==> config.mk <==
export PLATFORM = sky130hd
export DESIGN_NAME = pll_reset_sequencer
export DESIGN_NICKNAME = d
export VERILOG_FILES = /design/src/rtl/pll_reset_sequencer.sv
export SDC_FILE = /design/constraint.sdc
export NUM_CORES = 1
export LEC_CHECK = 0
export CAP_MARGIN = 20
export CORE_ASPECT_RATIO = 1.75
export CORE_MARGIN = 5
export CORE_UTILIZATION = 45
export CTS_BUF_LIST = sky130_fd_sc_hd__clkbuf_8
export DETAILED_ROUTE_END_ITERATION = 16
export PLACE_DENSITY_LB_ADDON = 0.05
export SKIP_CTS_REPAIR_TIMING = 1
export SKIP_LAST_GASP = 1
export SYNTH_ARGS = -nofsm -noshare
export SYNTH_HDL_FRONTEND = slang
export SYNTH_SLANG_ARGS = --single-unit
export TNS_END_PERCENT = 30
==> constraint.sdc <==
create_clock -name clk_125mhz -period 3.25 [get_ports clk_125mhz]
set_clock_uncertainty 0.15 [all_clocks]
set_input_delay 0.4875 -clock clk_125mhz [delete_from_list [all_inputs] [get_ports clk_125mhz]]
set_output_delay 0.4875 -clock clk_125mhz [all_outputs]
set_load 0.02 [all_outputs]
==> src/rtl/pll_reset_sequencer.sv <==
// Clock-tree reset sequencer: pulses PLL reset, waits for stable lock, then releases domain resets in order.
// Optional lock-loss/retry statistics are built when RESET_SEQ_STATS_EN is defined.
module pll_reset_sequencer #(
  parameter int NUM_PLLS         = 2,
  parameter int NUM_DOMAINS      = 4,
  parameter int PLL_RESET_CYCLES = 16,
  parameter int STABLE_CYCLES    = 1024,
  parameter int RELEASE_GAP      = 8,
  parameter int LOCK_TIMEOUT     = 65536
) (
  input  logic                   clk_125mhz,
  input  logic                   reset,
  input  logic [NUM_PLLS-1:0]    pll_lock,
  output logic                   pll_reset,
  output logic [NUM_DOMAINS-1:0] domain_rst,
  output logic                   ready,
  output logic [7:0]             lock_loss_count,
  output logic [7:0]             retry_count
);

  typedef enum logic [2:0] {
    S_PLL_RESET,
    S_WAIT_LOCK,
    S_STABLE,
    S_RELEASE,
    S_RUN
  } state_t;

  localparam logic [19:0] PRC_LAST = 20'(PLL_RESET_CYCLES - 1);
  localparam logic [19:0] LT_LAST  = 20'(LOCK_TIMEOUT - 1);
  localparam logic [19:0] SC_LAST  = 20'(STABLE_CYCLES - 1);
  localparam logic [19:0] REL_LAST = 20'((NUM_DOMAINS - 1) * RELEASE_GAP);

  logic [NUM_PLLS-1:0]    sync1_q, sync2_q;
  state_t                 state_q, state_d;
  logic [19:0]            cnt_q, cnt_d;
  logic                   pll_reset_q, pll_reset_d;
  logic [NUM_DOMAINS-1:0] domain_rst_q, domain_rst_d;
  logic                   ready_q, ready_d;
  logic                   all_locked;
  logic                   lock_lost;
  logic                   timeout;

  assign all_locked = &sync2_q;

  always_ff @(posedge clk_125mhz or posedge reset) begin
    if (reset) begin
      sync1_q      <= '0;
      sync2_q      <= '0;
      state_q      <= S_PLL_RESET;
      cnt_q        <= '0;
      pll_reset_q  <= 1'b1;
      domain_rst_q <= '1;
      ready_q      <= 1'b0;
    end else begin
      sync1_q      <= pll_lock;
      sync2_q      <= sync1_q;
      state_q      <= state_d;
      cnt_q        <= cnt_d;
      pll_reset_q  <= pll_reset_d;
      domain_rst_q <= domain_rst_d;
      ready_q      <= ready_d;
    end
  end

  always_comb begin
    state_d      = state_q;
    domain_rst_d = domain_rst_q;
    lock_lost    = 1'b0;
    timeout      = 1'b0;
    unique case (state_q)
      S_PLL_RESET: begin
        domain_rst_d = '1;
        if (cnt_q == PRC_LAST) state_d = S_WAIT_LOCK;
      end
      S_WAIT_LOCK: begin
        domain_rst_d = '1;
        if (all_locked) begin
          state_d = S_STABLE;
        end else if (cnt_q == LT_LAST) begin
          state_d = S_PLL_RESET;
          timeout = 1'b1;
        end
      end
      S_STABLE: begin
        domain_rst_d = '1;
        if (!all_locked) begin
          state_d = S_WAIT_LOCK;
        end else if (cnt_q == SC_LAST) begin
          state_d         = S_RELEASE;
          domain_rst_d[0] = 1'b0;
        end
      end
      S_RELEASE: begin
        // Lock loss wins over any release step due on the same clock.
        if (!all_locked) begin
          lock_lost    = 1'b1;
          domain_rst_d = '1;
          state_d      = S_PLL_RESET;
        end else begin
          for (int i = 1; i < NUM_DOMAINS; i++) begin
            if (cnt_q == 20'(i * RELEASE_GAP - 1)) domain_rst_d[i] = 1'b0;
          end
          if (cnt_q == REL_LAST) state_d = S_RUN;
        end
      end
      S_RUN: begin
        if (!all_locked) begin
          lock_lost    = 1'b1;
          domain_rst_d = '1;
          state_d      = S_PLL_RESET;
        end
      end
      default: begin
        state_d      = S_PLL_RESET;
        domain_rst_d = '1;
      end
    endcase

    if (state_d != state_q) cnt_d = '0;
    else if (state_q == S_RUN) cnt_d = cnt_q;
    else cnt_d = cnt_q + 20'd1;

    // PLL reset follows the state one clock late, so a lock loss drops domains before re-pulsing the PLLs.
    pll_reset_d = (state_q == S_PLL_RESET);
    ready_d     = (state_d == S_RUN);
  end

  assign pll_reset  = pll_reset_q;
  assign domain_rst = domain_rst_q;
  assign ready      = ready_q;

`ifdef RESET_SEQ_STATS_EN
  logic [7:0] lock_loss_q, lock_loss_d;
  logic [7:0] retry_q, retry_d;

  always_comb begin
    lock_loss_d = lock_loss_q;
    retry_d     = retry_q;
    if (lock_lost && (lock_loss_q != 8'hFF)) lock_loss_d = lock_loss_q + 8'd1;
    if (timeout && (retry_q != 8'hFF)) retry_d = retry_q + 8'd1;
  end

  always_ff @(posedge clk_125mhz or posedge reset) begin
    if (reset) begin
      lock_loss_q <= '0;
      retry_q     <= '0;
    end else begin
      lock_loss_q <= lock_loss_d;
      retry_q     <= retry_d;
    end
  end

  assign lock_loss_count = lock_loss_q;
  assign retry_count     = retry_q;
`else
  logic stats_unused;
  assign stats_unused    = lock_lost | timeout;
  assign lock_loss_count = '0;
  assign retry_count     = '0;
`endif

endmodule

==> impl_metrics.env, run 1 <==
export IMPL_setup_violations=0
export IMPL_synthMuxAreaShare_pct=0
export IMPL_hold_end="sync2_q[1]$_DFF_PP0_"
export IMPL_worstHoldPathType="flop to flop"
export IMPL_finalMaxSlewViolations=0
export IMPL_p_leak_nw=0.9588
export IMPL_clock_latency_ns=0.28
export IMPL_crit_required_ns=3.23
export IMPL_yosysSeqAreaShare_pct=43.27
export IMPL_synth_top_family_by_area="simple AND/OR/NAND/NOR gates"
export IMPL_fin_tns_setup_ns=0
export IMPL_powerDensity_nw_per_um2=633.0
export IMPL_r2r_start="cnt_q[3]$_DFFE_PP0P_"
export IMPL_clock_sinks=33
export IMPL_ys_types=41
export IMPL_criticalPathCategory="flop to flop"
export IMPL_start_kind="flop"
export IMPL_nFillCells=407
export IMPL_grt_setup_unrepaired="no"
export IMPL_finalHoldViolCount=0
export IMPL_ys_top_cells_by_count="dfrtp_1, nand2_1, buf_4"
export IMPL_min_period_over_period_pct=87.03
export IMPL_slew_headroom_pct=46.75
export IMPL_die_width_microns=59.42
export IMPL_synth_edf_count=0
export IMPL_tightest_slew_ns=0.7915
export IMPL_fin_crit_ns=2.829
export IMPL_std_cell_rows=31
export IMPL_dpl_hpwl_microns=2935
export IMPL_die_y_microns=96.48
export IMPL_avgRoutedWirePerCell_microns=15.64
export IMPL_syn_area_sq_um=1923
export IMPL_root_buffer="clkbuf_8"
export IMPL_hold_slack_ns=0.2001
export IMPL_synth_area_leaders="dfrtp_1, dfstp_2, buf_4"
export IMPL_cts_path_max_buffers=2
export IMPL_antenna_found_initial=0
export IMPL_cts_tree="yes"
export IMPL_worstHoldStart="sync1_q[1]$_DFF_PP0_"
export IMPL_synth_async_reset_ratio_pct=100.0
export IMPL_grt_pass1_wl_microns=6817
export IMPL_antenna_diode_count=0
export IMPL_grt_pass1_vias=1380
export IMPL_reg2regPathDepth=6
export IMPL_core_sq_um=4150
export IMPL_ys_ff_latch=33
export IMPL_seq_area_sq_um=832.0
export IMPL_path_clk_slew_ns=0.07
export IMPL_gp_congestion=0.8287
export IMPL_dr_pass1_iters=4
export IMPL_synth_area_leader_cell="dfrtp_1"
export IMPL_grt_ovfl_total=0
export IMPL_grt_usage_pct=15.72
export IMPL_io_pins=26
export IMPL_cts_buffers_inserted=5
export IMPL_drtIter0Drc=60
export IMPL_synthCells=197
export IMPL_synth_flop_cell="dfrtp_1"
export IMPL_power_mw=1.349
export IMPL_max_clock_freq_mhz=353.5
export IMPL_synth_compound_area_share_pct=7.482
export IMPL_post_route_cells_drive_above_1_share_pct=16.75
export IMPL_h_tree_depth=2
export IMPL_regToRegEndpoint="cnt_q[14]$_DFFE_PP0P_"
export IMPL_routed_wl_microns=4034
export IMPL_syn_area_per_cell_sq_um=9.762
export IMPL_syn2layout_area_growth_pct=10.80
export IMPL_grt_start_max_net_pins=34
export IMPL_synth_top_area_share_pct=36.43
export IMPL_initial_core_util_pct=46.34
export IMPL_die_area_sq_um=5732
export IMPL_synth_xor_area_share_pct=9.174
export IMPL_port_buffers=9
export IMPL_crit_fanout=17
export IMPL_yosysWarnings=0
export IMPL_worstHoldPathCells=0
export IMPL_yosys_area_share_adder_pct=1.301
export IMPL_r2r_slack_ns=0.42
export IMPL_arrival_ns=2.81
export IMPL_synthSimpleGateAreaFrac_pct=28.50
export IMPL_drtAntennaViolNets=0
export IMPL_routed_via_density=5.333
export IMPL_maxCapViolCount=0
export IMPL_ir_worst_vdd_v=0.0004613
export IMPL_vias=1376
export IMPL_yosysMostFrequentCell="dfrtp_1"
export IMPL_final_nets=214
export IMPL_drc=0
export IMPL_end_kind="flop"
export IMPL_outcome="completed"
export IMPL_multi_input_area_sq_um=953.4
logic make-up (layout without fill, tap and decap cells):
group                    count (synthesis)  in the layout
buffers and inverters                   33             30
AND/OR/NAND/NOR                         88             88
XOR/XNOR                                18             18
flip-flops                              33             33
other                                    1             16
adder cells (fa/ha/maj)                  2              2
AO/OA/AOI/OAI                           22             22
power breakdown:
group | internal [mW] | switching, mW | total (mW)
Combinational | 0.126 | 0.241 | 0.367
Sequential | 0.453 | 0.0705 | 0.523
Clock | 0.305 | 0.153 | 0.458
Total | 0.884 | 0.465 | 1.35
sequential cells by signal (all words and copies together), names as in the netlist:
register,cells
ready,1
sync1_q,2
state_q,3
sync2_q,2
domain_rst,4
cnt_q,20
pll_reset,1
cells in the final DEF, fill, tap and decap left out, types with 3 or more instances in the layout:
cell / n
dfrtp_1: 28
nand2_1: 21
conb_1: 16
nor2_1: 11
xor2_1: 11
inv_1: 10
nor3_1: 10
nand3_1: 10
nor3_2: 10
clkdlybuf4s50_1: 9
o21ai_0: 8
xnor2_1: 6
nand4_1: 5
a21oi_1: 5
clkbuf_8: 5
dfstp_2: 5
nor4_1: 3
buf_4: 3
per-layer routing:
metal | vias up | share of wire (%) | GRT usage [%]
met5 | - | 0 | 0
met4 | 0 | 1.3 | 5.671
met3 | 4 | 2.5 | 3.191
met2 | 22 | 57 | 28.38
met1 | 678 | 39 | 17.72
li1 | 672 | - | -
area by class of cell:
class	count	share of cell area (%)
clock buffer	5	3.230
multi-input combinational	146	44.74
clock inverter	3	3.053
sequential	33	39.05
tap	49	2.877
inverter	10	1.762
timing repair buffer	12	5.285
per-stage QoR:
stage / utilization (%) / cells / instance area, sq um / setup WS [ns]
6_report: 51.34 / 258 / 2131 / 0.4215
3_3_place_gp: 48.12 / 250 / 1997 / 0.4975
5_1_grt: 51.34 / 258 / 2131 / 0.1897
2_1_floorplan: - / 212 / 1979 / 0.9612
3_5_place_dp: 48.12 / 250 / 1997 / 0.4301
4_1_cts: 51.34 / 258 / 2131 / 0.4061
critical path, stage by stage (launching register included):
cell and delay, ns:
dfrtp_1 0.49, nand4_1 0.23, or2_2 0.37, nor4_1 0.61, nor4_4 0.14, xnor2_4 0.56, nor3_1 0.12
worst max-delay path by stage:
stage                                startpoint                    end  slack [ns]  cells past startpoint
after detailed placement   cnt_q[3]$_DFFE_PP0P_  cnt_q[14]$_DFFE_PP0P_        0.43                      6
after global placement     cnt_q[3]$_DFFE_PP0P_  cnt_q[19]$_DFFE_PP0P_        0.50                      6
after CTS                  cnt_q[3]$_DFFE_PP0P_  cnt_q[14]$_DFFE_PP0P_        0.41                      6
after global routing       cnt_q[3]$_DFFE_PP0P_  cnt_q[15]$_DFFE_PP0P_        0.19                      6
final                      cnt_q[3]$_DFFE_PP0P_  cnt_q[14]$_DFFE_PP0P_        0.42                      6
after floorplan           cnt_q[16]$_DFFE_PP0P_   cnt_q[3]$_DFFE_PP0P_        0.96                      7
No activity file was read; power rests on OpenSTA's default activity.
==> inputs of run 2 (changes only) <==
--- a/config.mk
+++ b/config.mk
@@ -6,14 +6,17 @@
 export NUM_CORES = 1
 export LEC_CHECK = 0
 export CAP_MARGIN = 20
+export CELL_PAD_IN_SITES_DETAIL_PLACEMENT = 0
+export CELL_PAD_IN_SITES_GLOBAL_PLACEMENT = 2
 export CORE_ASPECT_RATIO = 1.75
 export CORE_MARGIN = 5
-export CORE_UTILIZATION = 45
+export CORE_UTILIZATION = 36
 export CTS_BUF_LIST = sky130_fd_sc_hd__clkbuf_8
 export DETAILED_ROUTE_END_ITERATION = 16
 export PLACE_DENSITY_LB_ADDON = 0.05
 export SKIP_CTS_REPAIR_TIMING = 1
 export SKIP_LAST_GASP = 1
+export SLEW_MARGIN = 10
 export SYNTH_ARGS = -nofsm -noshare
 export SYNTH_HDL_FRONTEND = slang
 export SYNTH_SLANG_ARGS = --single-unit
==> impl_metrics.env, run 2 (same netlist as run 1, synthesis figures left out) <==
export IMPL_port_buffers=9
export IMPL_path_clk_slew_ns=0.07
export IMPL_arrival_ns=2.85
export IMPL_layout_common_cells="dfrtp_1, nand2_1, conb_1"
export IMPL_gp_congestion=0.7936
export IMPL_hold_slack_ns=0.2107
export IMPL_crit_fanout=17
export IMPL_finalHoldViolCount=0
export IMPL_fin_tns_setup_ns=0
export IMPL_routed_wl_microns=4158
export IMPL_p_leak_nw=0.9480
export IMPL_grt_pass1_wl_microns=7044
export IMPL_final_common_cell="dfrtp_1"
export IMPL_maxCapViolCount=0
export IMPL_dpl_hpwl_microns=3170
export IMPL_final_nets=214
export IMPL_largest_reg_flops=20
export IMPL_crit_family="simple AND/OR/NAND/NOR gates"
export IMPL_top_register="cnt_q"
export IMPL_grt_pass1_vias=1395
export IMPL_initial_core_util_pct=36.90
export IMPL_outcome="completed"
export IMPL_fin_crit_ns=2.855
export IMPL_drtAntennaViolNets=0
export IMPL_min_period_over_period_pct=87.83
export IMPL_die_area_sq_um=6961
export IMPL_avgRoutedWirePerCell_microns=15.75
export IMPL_cp_num_buf_inv=0
export IMPL_grt_usage_pct=13.26
export IMPL_clock_sinks=33
export IMPL_crit_slowest_cell="nor4_1"
export IMPL_antenna_diode_count=0
export IMPL_end_kind="flop"
export IMPL_slew_headroom_pct=44.01
export IMPL_antenna_found_initial=0
export IMPL_finalMaxSlewViolations=0
export IMPL_cts_tree="yes"
export IMPL_path_cells="nand4_1, or2_2, nor4_1, nor4_4, xnor2_4, nor3_1"
export IMPL_routed_via_density=5.231
export IMPL_core_sq_um=5211
export IMPL_die_width_microns=65.25
export IMPL_cp_slowest_stage_delay_ns=0.64
export IMPL_max_clock_freq_mhz=350.3
export IMPL_syn2layout_area_growth_pct=10.48
export IMPL_crit_required_ns=3.24
export IMPL_post_route_cells_drive_above_1_share_pct=16.75
export IMPL_ir_worst_vdd_v=0.0002705
export IMPL_vias=1381
export IMPL_setup_violations=0
export IMPL_criticalPathCategory="flop to flop"
export IMPL_tightest_slew_ns=0.8321
export IMPL_drc=0
export IMPL_dpl_cell_area_sq_um=2004
export IMPL_cts_buffers_inserted=5
export IMPL_cts_path_max_buffers=2
export IMPL_grt_start_max_net_pins=34
export IMPL_drtIter0Drc=59
export IMPL_final_cell_area_sq_um=2125
export IMPL_root_buffer="clkbuf_8"
export IMPL_std_cell_rows=35
export IMPL_io_pins=26
export IMPL_clock_latency_ns=0.28
export IMPL_grt_setup_unrepaired="no"
export IMPL_grt_ovfl_total=0
export IMPL_start_kind="flop"
export IMPL_die_y_microns=106.7
export IMPL_powerDensity_nw_per_um2=608.4
export IMPL_worstHoldPathType="flop to flop"
export IMPL_h_tree_depth=2
export IMPL_dr_pass1_iters=4
run 2: path summary, 6_finish.rpt:
path                                 startpoint                   endpoint  slack (ns)  cells after the start
max                        cnt_q[3]$_DFFE_PP0P_      cnt_q[14]$_DFFE_PP0P_        0.40                      6
min                        sync1_q[0]$_DFF_PP0_       sync2_q[0]$_DFF_PP0_        0.21                      0
max reg2reg                cnt_q[3]$_DFFE_PP0P_      cnt_q[14]$_DFFE_PP0P_        0.40                      6
min reg2reg                sync1_q[0]$_DFF_PP0_       sync2_q[0]$_DFF_PP0_        0.21                      0
max in group asynchronous                 reset  domain_rst[3]$_DFFE_PP1P_        2.18                      3
min in group asynchronous                 reset       cnt_q[4]$_DFFE_PP0P_        0.44                      3
run 2: metrics by stage:
step                      util (%)  std cells  setup WS (ns)  total power, mW
final                        40.77        264         0.3954            1.293
after global routing         40.77        264         0.1763            1.377
after CTS                    40.77        264         0.3420            1.313
after detailed placement     38.46        256         0.3730           0.8999
after global placement       38.46        256         0.4054           0.8987
after floorplan                  -        212         0.9612           0.8476
run 2: metal layers:
metal | vias to the layer above | wire [microns] | track usage (%)
met5 | - | 0 | 0
met4 | 0 | 78 | 5.045
met3 | 9 | 103 | 2.516
met2 | 30 | 2449 | 24.95
met1 | 667 | 1527 | 14.10
li1 | 675 | - | -
run 2: worst register-to-register path, stage by stage, from the launching register on:
cell	delay (ns)
dfrtp_1	0.49
nand4_1	0.25
or2_2	0.38
nor4_1	0.64
nor4_4	0.13
xnor2_4	0.55
nor3_1	0.12
run 2: where the power goes:
| group | total, mW | internal [mW] | leakage [nW] | switching (mW) |
|---|---|---|---|---|
| Clock | 0.406 | 0.249 | 0.0574 | 0.156 |
| Sequential | 0.522 | 0.453 | 0.428 | 0.0689 |
| Combinational | 0.365 | 0.126 | 0.462 | 0.240 |
| Total | 1.29 | 0.827 | 0.948 | 0.465 |
run 2: area by class of cell:
type                       instances  area [sq um]
fill                             535          3087
multi-input combinational        146         953.4
sequential                        33         832.0
timing repair buffer              12         112.6
clock buffer                       6         82.58
tap                               55         68.82
clock inverter                     2         37.54
inverter                          10         37.54
==> inputs of run 3 (changes only) <==
--- a/config.mk
+++ b/config.mk
@@ -8,12 +8,13 @@
 export CAP_MARGIN = 20
 export CELL_PAD_IN_SITES_DETAIL_PLACEMENT = 0
 export CELL_PAD_IN_SITES_GLOBAL_PLACEMENT = 2
-export CORE_ASPECT_RATIO = 1.75
+export CORE_ASPECT_RATIO = 1.4
 export CORE_MARGIN = 5
 export CORE_UTILIZATION = 36
 export CTS_BUF_LIST = sky130_fd_sc_hd__clkbuf_8
 export DETAILED_ROUTE_END_ITERATION = 16
 export PLACE_DENSITY_LB_ADDON = 0.05
+export RECOVER_POWER = 100
 export SKIP_CTS_REPAIR_TIMING = 1
 export SKIP_LAST_GASP = 1
 export SLEW_MARGIN = 10
==> impl_metrics.env, run 3 (same netlist as run 1, synthesis figures left out) <==
export IMPL_outcome="completed"
export IMPL_final_common_cell="dfrtp_1"
export IMPL_slew_headroom_pct=30.26
export IMPL_die_width_microns=71.77
export IMPL_path_clk_slew_ns=0.07
export IMPL_reg2regPathDepth=7
export IMPL_r2r_slack_ns=0.51
export IMPL_dpl_hpwl_microns=3163
export IMPL_grt_usage_pct=13.32
export IMPL_criticalPathCategory="flop to flop"
export IMPL_tightest_slew_ns=1.046
export IMPL_maxCapViolCount=0
export IMPL_clock_sinks=33
export IMPL_syn2layout_area_growth_pct=8.849
export IMPL_regToRegEndpoint="cnt_q[16]$_DFFE_PP0P_"
export IMPL_avgRoutedWirePerCell_microns=15.20
export IMPL_io_pins=26
export IMPL_start_kind="flop"
export IMPL_largest_reg_flops=20
export IMPL_root_buffer="clkbuf_8"
export IMPL_antenna_diode_count=0
export IMPL_initial_core_util_pct=37.00
export IMPL_die_area_sq_um=6924
export IMPL_grt_setup_unrepaired="no"
export IMPL_top_register="cnt_q"
export IMPL_crit_start="cnt_q[3]$_DFFE_PP0P_"
export IMPL_end_kind="flop"
export IMPL_layout_common_cells="dfrtp_1, nand2_1, nor3_1"
export IMPL_post_route_cells_drive_above_1_share_pct=11.90
export IMPL_final_nets=215
export IMPL_vias=1382
export IMPL_finalMaxSlewViolations=0
export IMPL_h_tree_depth=2
export IMPL_hold_end="sync2_q[0]$_DFF_PP0_"
export IMPL_cts_tree="yes"
export IMPL_stdcell_count=276
export IMPL_max_clock_freq_mhz=365.5
export IMPL_antenna_found_initial=0
export IMPL_cts_buffers_inserted=5
export IMPL_crit_fanout=17
export IMPL_dp_cells=268
export IMPL_r2r_start="cnt_q[3]$_DFFE_PP0P_"
export IMPL_cts_path_max_buffers=2
export IMPL_ir_worst_vdd_v=0.0002911
export IMPL_std_cell_rows=31
export IMPL_grt_start_max_net_pins=21
export IMPL_arrival_ns=2.78
export IMPL_core_sq_um=5197
export IMPL_finalHoldViolCount=0
export IMPL_hold_slack_ns=0.2002
export IMPL_drc=0
export IMPL_clock_latency_ns=0.28
export IMPL_grt_pass1_vias=1374
export IMPL_routed_via_density=5.007
export IMPL_drtIter0Drc=95
export IMPL_p_leak_nw=0.9078
export IMPL_gp_congestion=0.7572
export IMPL_drtAntennaViolNets=0
export IMPL_min_period_over_period_pct=84.18
export IMPL_worstHoldPathCells=0
export IMPL_fin_tns_setup_ns=0
export IMPL_setup_violations=0
export IMPL_fin_crit_ns=2.736
export IMPL_die_y_microns=96.48
export IMPL_routed_wl_microns=4195
export IMPL_worstHoldStart="sync1_q[0]$_DFF_PP0_"
export IMPL_grt_pass1_wl_microns=7044
export IMPL_powerDensity_nw_per_um2=611.9
export IMPL_dr_pass1_iters=4
export IMPL_power_mw=1.281
export IMPL_grt_ovfl_total=0
export IMPL_port_buffers=9
export IMPL_crit_required_ns=3.30
export IMPL_worstHoldPathType="flop to flop"
[run 3: changes by cell type in the layout (fill, tap and decap cells not counted)]
cell             before  now
clkdlybuf4s50_1       9    0
dlygate4sd3_1         0    9
nor3_1               10   19
nor3_2               10    1
clkbuf_1              0    1
clkinvlp_4            1    0
inv_1                10   11
[run 3: worst max-delay path, cell delays in order (launching register included)]
cell and delay, ns:
dfrtp_1 0.54, nand4_1 0.25, or2_2 0.39, nor4_1 0.61
nor4_4 0.14, xnor2_4 0.16, buf_4 0.21, nor3_1 0.20
[run 3: cell type report]
cell class	count	area, sq um
fillers	573	3104
multi-input cells	146	908.4
flip-flops and latches	33	832.0
repair buffers	13	116.4
clock buffers	6	82.58
well taps	66	82.58
inverters	10	37.54
clock inverters	2	33.78
[run 3: per-stage QoR]
| step | worst slack (ns) | util, % | cell area, sq um |
|---|---|---|---|
| 2_1_floorplan | 0.9612 | - | 1979 |
| 3_3_place_gp | 0.5006 | 38.97 | 2026 |
| 3_5_place_dp | 0.4855 | 38.97 | 2026 |
| 4_1_cts | 0.4692 | 41.21 | 2142 |
| 5_1_grt | 0.3182 | 40.27 | 2093 |
| 6_report | 0.5140 | 40.27 | 2093 |
[run 3: worst max path at each step]
stage                     cells past startpoint  slack [ns]               endpoint
after floorplan                               7        0.96   cnt_q[3]$_DFFE_PP0P_
after global placement                        7        0.50  cnt_q[16]$_DFFE_PP0P_
after detailed placement                      7        0.49  cnt_q[19]$_DFFE_PP0P_
after CTS                                     7        0.47  cnt_q[16]$_DFFE_PP0P_
after global routing                          7        0.32  cnt_q[19]$_DFFE_PP0P_
final                                         7        0.51  cnt_q[16]$_DFFE_PP0P_
[run 3: routing by layer]
metal / part of all wire (%) / routed length, microns / GRT usage (%)
met1: 41 / 1708 / 14.87
met2: 54 / 2280 / 24.23
met3: 2.6 / 108 / 2.484
met4: 2.3 / 97 / 6.270
met5: 0 / 0 / 0
[run 3: power by group]
part | switching [mW] | leakage, nW | total, mW | internal (mW)
clock network | 0.150 | 0.0626 | 0.397 | 0.247
registers | 0.0713 | 0.428 | 0.524 | 0.453
logic | 0.226 | 0.417 | 0.360 | 0.134
